File: src/rtl/wb_arbiter.sv
// Two-master Wishbone arbiter onto one register slave.
// Round-robin on ties, per-grant timeout with forced abort ack.
module wb_arbiter #(
  parameter logic [7:0] TIMEOUT = 8'd255
) (
  input  logic       wb_clk_i,
  input  logic       wb_rst_i,
  input  logic [7:0] m0_addr_i,
  input  logic [7:0] m0_dat_i,
  input  logic       m0_stb_i,
  input  logic       m0_we_i,
  output logic [7:0] m0_dat_o,
  output logic       m0_ack_o,
  input  logic [7:0] m1_addr_i,
  input  logic [7:0] m1_dat_i,
  input  logic       m1_stb_i,
  input  logic       m1_we_i,
  output logic [7:0] m1_dat_o,
  output logic       m1_ack_o,
  output logic [7:0] s_addr_o,
  output logic [7:0] s_dat_o,
  output logic       s_stb_o,
  output logic       s_we_o,
  input  logic [7:0] s_dat_i,
  input  logic       s_ack_i,
  output logic [1:0] grant_o,
  output logic       timeout_o
);

  typedef enum logic [1:0] {
    IDLE, GNT0, GNT1, REL
  } state_e;

  state_e     state_q, state_d;
  logic       last_q, last_d;
  logic [7:0] tmo_q, tmo_d;
  logic [1:0] grant_q, grant_d;
  logic       rd_ack;
  logic [7:0] rd_dat;
  logic       sel1;

  always_ff @(posedge wb_clk_i) begin
    if (wb_rst_i) begin
      state_q <= IDLE;
      last_q  <= 1'b1;
      tmo_q   <= 8'h00;
      grant_q <= 2'b00;
    end else begin
      state_q <= state_d;
      last_q  <= last_d;
      tmo_q   <= tmo_d;
      grant_q <= grant_d;
    end
  end

  always_comb begin
    state_d   = state_q;
    last_d    = last_q;
    tmo_d     = tmo_q;
    s_addr_o  = 8'h00;
    s_dat_o   = 8'h00;
    s_stb_o   = 1'b0;
    s_we_o    = 1'b0;
    timeout_o = 1'b0;
    rd_ack    = s_ack_i;
    rd_dat    = s_dat_i;
    sel1      = (state_q == GNT1);
    unique case (state_q)
      IDLE: begin
        if (m0_stb_i && (!m1_stb_i || last_q)) begin
          state_d = GNT0;
          last_d  = 1'b0;
          tmo_d   = 8'h00;
        end else if (m1_stb_i) begin
          state_d = GNT1;
          last_d  = 1'b1;
          tmo_d   = 8'h00;
        end
      end
      GNT0, GNT1: begin
        s_addr_o = sel1 ? m1_addr_i : m0_addr_i;
        s_dat_o  = sel1 ? m1_dat_i  : m0_dat_i;
        s_we_o   = sel1 ? m1_we_i   : m0_we_i;
        s_stb_o  = sel1 ? m1_stb_i  : m0_stb_i;
        tmo_d    = tmo_q + 8'd1;
        if (s_ack_i) begin
          state_d = REL;
        end else if (!s_stb_o) begin
          state_d = IDLE;
        end else if (tmo_q == TIMEOUT) begin
          // Abort: fake an error ack so the master unblocks.
          s_stb_o   = 1'b0;
          timeout_o = 1'b1;
          rd_ack    = 1'b1;
          rd_dat    = 8'hFF;
          state_d   = REL;
        end
      end
      REL: state_d = IDLE;
      default: state_d = IDLE;
    endcase
  end

  always_comb begin
    grant_d = 2'b00;
    unique case (state_d)
      GNT0:    grant_d = 2'b01;
      GNT1:    grant_d = 2'b10;
      default: grant_d = 2'b00;
    endcase
  end

  assign grant_o  = grant_q;
  assign m0_ack_o = grant_q[0] & rd_ack;
  assign m1_ack_o = grant_q[1] & rd_ack;
  assign m0_dat_o = grant_q[0] ? rd_dat : 8'h00;
  assign m1_dat_o = grant_q[1] ? rd_dat : 8'h00;

endmodule

File: config.mk
export PLATFORM = sky130hd
export DESIGN_NAME = wb_arbiter
export DESIGN_NICKNAME = d
export VERILOG_FILES = /design/src/rtl/wb_arbiter.sv
export SDC_FILE = /design/constraint.sdc
export NUM_CORES = 1
export LEC_CHECK = 0
export CORE_UTILIZATION = 35
export CTS_BUF_LIST = sky130_fd_sc_hd__clkbuf_8
export DETAILED_ROUTE_END_ITERATION = 16
export GPL_TIMING_DRIVEN = 0
export HOLD_SLACK_MARGIN = 0.15
export MAX_ROUTING_LAYER = met4
export PLACE_DENSITY = 0.8
export SETUP_SLACK_MARGIN = 0.05
export SYNTH_ARGS = -nofsm -noshare
export SYNTH_HDL_FRONTEND = slang
export SYNTH_SLANG_ARGS = --single-unit
File: constraint.sdc
create_clock -name wb_clk_i -period 5.37 [get_ports wb_clk_i]
set_input_delay 1.074 -clock wb_clk_i [delete_from_list [all_inputs] [get_ports wb_clk_i]]
set_output_delay 1.074 -clock wb_clk_i [all_outputs]
set_load 0.02 [all_outputs]
==> results by stage <==
Outcome:
- The run finished with clean final reports.

Power:
- The worst-case vdd ir drop is 0.145 mV.
- Power spread over the standard cell area amounts to 282 nW/um2.
- The design draws 0.605 mW.
- In this run the static leakage power is 0.762 nW.

CTS:
- The number of H-tree levels is 1.
- Clock latency on the worst-skew pair, taken at its later pin, is 0.25 ns.
- The post-CTS setup repair buffer count is 0.
- The CTS tree is built.
- The maximum clock insertion buffer count is 2.
- In this run, post-CTS hold repair placed 0 buffers.
- Clock-pin slew was measured on the worst setup and hold paths at 0.05 ns.
- TritonCTS created 3 clock buffers.
- For this design, the sink count on the clock tree is 13.
- The tree is rooted in a sky130_fd_sc_hd__clkbuf_8.
- The quantity of gates resized following cts is 0.

STA:
- The final-report setup violation count is 0.
- The number of pins with negative max-slew slack in the final report is 0.
- The tightest hold path in the finished design has a slack of 0.531 ns.
- After layout, the minimum clock period comes to 4.33 ns.
- The final count of hold timing violations is 0.
- The post-route setup TNS is 0 ns.
- Measured against its own limit, the worst slew margin works out to 36.9%.
- Static timing analysis puts the maximum clock frequency at 0.231 GHz.
- The setup skew after layout is 0.00318 ns.
- The transition time of the tightest slew-check pin is 0.938 ns.
- Setup repair after global routing left no endpoint under its margin.
- Dividing the final minimum period by the clock period gives 80.7%.

Critical path:
- Of all nets on the critical path, the largest fanout is 10.
- The kind of capture point of the worst setup path is an output pin.
- The endpoint of the most critical setup path is m0_dat_o[6].
- Data arrives at the worst endpoint at 3.26 ns.
- The endpoint identified for the worst register-to-register timing path is tmo_q[6].
- The category of the worst setup path launch point is an input pin.
- For the worst setup path, the data required time is 4.30 ns.
- For flop-to-flop paths, the worst setup slack is 3.36 ns.
- The count of cells along the worst register-to-register path is 5.
- The launching element of the worst setup path is m0_stb_i.
- The worst setup path is of the in -> out kind.
- The start of the worst register-to-register path is state_q[0].

Logic synthesis:
- The largest total area in the synthesized netlist belongs to sky130_fd_sc_hd__dfxtp_1.
- The synthesized design contains 0 enable-type register cells.
- The number of warnings issued by yosys is 0.
- Ranked by instance count, the synthesized netlist is headed by sky130_fd_sc_hd__nor2b_1, sky130_fd_sc_hd__mux2i_1, sky130_fd_sc_hd__o21a_1.
- Yosys mapped the design onto 35 distinct sky130hd cell types.
- The number of synthesized register bits is 13.
- In the synthesized netlist, the number of instances is 142.
- The post-synthesis async set-or-reset flop share is 0%.
- The share of Yosys cell area claimed by the top area cell type is 21.8%.
- The synthesized net count is 194.
- The most used flip-flop cell after synthesis is sky130_fd_sc_hd__dfxtp_1.
- After synthesis, the cell types taking the most area are sky130_fd_sc_hd__dfxtp_1, sky130_fd_sc_hd__mux2i_1, sky130_fd_sc_hd__nor2b_1.
- The synthesized area per cell is 8.39 um2.
- The sequential cell area fraction in the yosys report is 21.8%.
- The cell area that synthesis handed to floorplanning was 1190 um2.
- Among all cell types in the netlist, the one instantiated most often is sky130_fd_sc_hd__nor2b_1.

Final layout:
- The synthesis-to-finish area growth is 79.8%.
- Excluding fillers, the count of instances in the completed layout stands at 275.
- The filler cells instantiated in the layout total 257.
- The proportion of layout cells with a drive suffix above 1 is 4.76%.
- The final net count is 284.
- The storage element area is 260 um2.
- The multi-input combinational cells in the finished layout cover a total of 873 um2.
- The repair_antennas step left the layout with diodes totalling 0.

Detailed routing:
- The iteration-0 DRC count of the detailed router is 51.
- Wires add up to 4060 um.
- The first detailed-routing pass ran for 6 iterations.
- In the routed design, unresolved DRC markers number 0.
- Dividing the detail-routed via count by the number of cells gives 4.97.
- The routed layout has 1368 vias.
- The average wire length per cell after detail routing is 14.8 um.
- Once detail routing completed, the nets flagged for antenna violations numbered 0.

Placement:
- Routability-driven placement finished with a final weighted congestion of 0.788.
- The number of placed instances, taps included, is 271.
- Summed over all nets, the half-perimeter wirelength after detailed placement is 3340 um.
- The number of input and output port buffers inserted is 85.

Global route:
- The via count of the first global-routing pass is 1237.
- The wire length of the first global-routing pass is 5890 um.
- In the global route stage, overall resource usage came out at 22.2%.
- The pin count of the biggest net entering global routing is 11.
- The number of antenna violations at the first check in global routing is 0.
- The remaining global-route overflow is 0.

Run:
- The tool flagged a number of max-cap violations equal to 0.

Worst hold path:
- The type of the tightest min-delay check is reg -> reg.

Floorplan:
- The die span in y is 60.3 um.
- The floorplan step set the die width to 60.3 um.
- The floorplan die area is 3640 um2.
- The core outline area is 3130 um2.
- For this configuration, the core starts out at a cell density of 38.1%.
- Pin placement for this block handled 86 I/O pins.
- The number of placement rows is 20.
## worst min-delay path by stage
| stage | start | end | depth (start not counted) | slack, ns |
|---|---|---|---|---|
| floorplan | tmo_q[1] | tmo_q[1] | 2 | 0.48 |
| global placement | tmo_q[1] | tmo_q[1] | 2 | 0.50 |
| detailed placement | tmo_q[7] | tmo_q[7] | 2 | 0.52 |
| CTS | tmo_q[7] | tmo_q[7] | 2 | 0.54 |
| global route | tmo_q[7] | tmo_q[7] | 2 | 0.56 |
| finish | tmo_q[7] | tmo_q[7] | 2 | 0.53 |
## flip-flops by register name, indices dropped and copies added (netlist names)
signal	flops
grant_o	2
last_q	1
state_q	2
tmo_q	8
## layer usage
layer | share of wire [%] | vias up | GRT usage (%)
li1 | - | 686 | -
met1 | 40 | 624 | 25.7
met2 | 51 | 49 | 37.4
met3 | 6.9 | 9 | 4.69
met4 | 1.9 | 0 | 8.31
met5 | 0 | - | -
## through the flow
stage	setup slack, ns	utilization, %	instance area, um2
2_1_floorplan	2.28	-	1190
3_3_place_gp	1.08	67.0	2100
3_5_place_dp	1.05	67.0	2100
4_1_cts	1.04	68.5	2140
5_1_grt	0.940	68.5	2140
6_report	1.04	68.5	2140
## layout make-up
class | count | area share (%)
Sequential cell | 13 | 12.1
Multi-Input combinational cell | 118 | 40.8
Clock inverter | 1 | 0.175
Timing Repair Buffer | 85 | 39.7
Tap cell | 44 | 2.57
Clock buffer | 3 | 1.93
Inverter | 3 | 0.526
Buffer | 8 | 2.16
## layout by cell type, fill, tap and decap left out, types with 3 or more instances in the layout
cell / instances
sky130_fd_sc_hd__buf_1: 3
sky130_fd_sc_hd__ha_1: 5
sky130_fd_sc_hd__nor2b_1: 20
sky130_fd_sc_hd__inv_1: 4
sky130_fd_sc_hd__dfxtp_1: 13
sky130_fd_sc_hd__nand3_1: 3
sky130_fd_sc_hd__mux2i_1: 17
sky130_fd_sc_hd__a21oi_1: 4
sky130_fd_sc_hd__nand2_1: 5
sky130_fd_sc_hd__clkdlybuf4s50_1: 85
sky130_fd_sc_hd__o21a_1: 16
sky130_fd_sc_hd__clkbuf_8: 3
sky130_fd_sc_hd__xnor2_1: 7
sky130_fd_sc_hd__o21ai_0: 3
sky130_fd_sc_hd__nor2_1: 12
## report_power, final
part           switching (mW)  leakage, nW  total [mW]  internal, mW
combinational           0.197        0.630       0.398         0.201
clock                  0.0364       0.0269      0.0870        0.0506
sequential             0.0113        0.106       0.120         0.108
total                   0.245        0.762       0.605         0.360
## worst max-delay path, cell delays in order
cell and delay (ns):
sky130_fd_sc_hd__clkdlybuf4s50_1 0.58, sky130_fd_sc_hd__mux2_4 0.22, sky130_fd_sc_hd__nand2_2 0.08, sky130_fd_sc_hd__nor4_4 0.37
sky130_fd_sc_hd__buf_6 0.20, sky130_fd_sc_hd__o21a_1 0.12, sky130_fd_sc_hd__clkdlybuf4s50_1 0.60
## logic make-up after synthesis
group	share of synthesized area (%)
and+or+nand+nor	29.9
muxes	15.5
xor gates and xnor gates	5.15
buffers and inverters	4.83
AOI/OAI and AO/OA	17.4
DFF	21.8
adders and majority gates	5.25
Note: power is estimated with default switching activity, not from simulation.
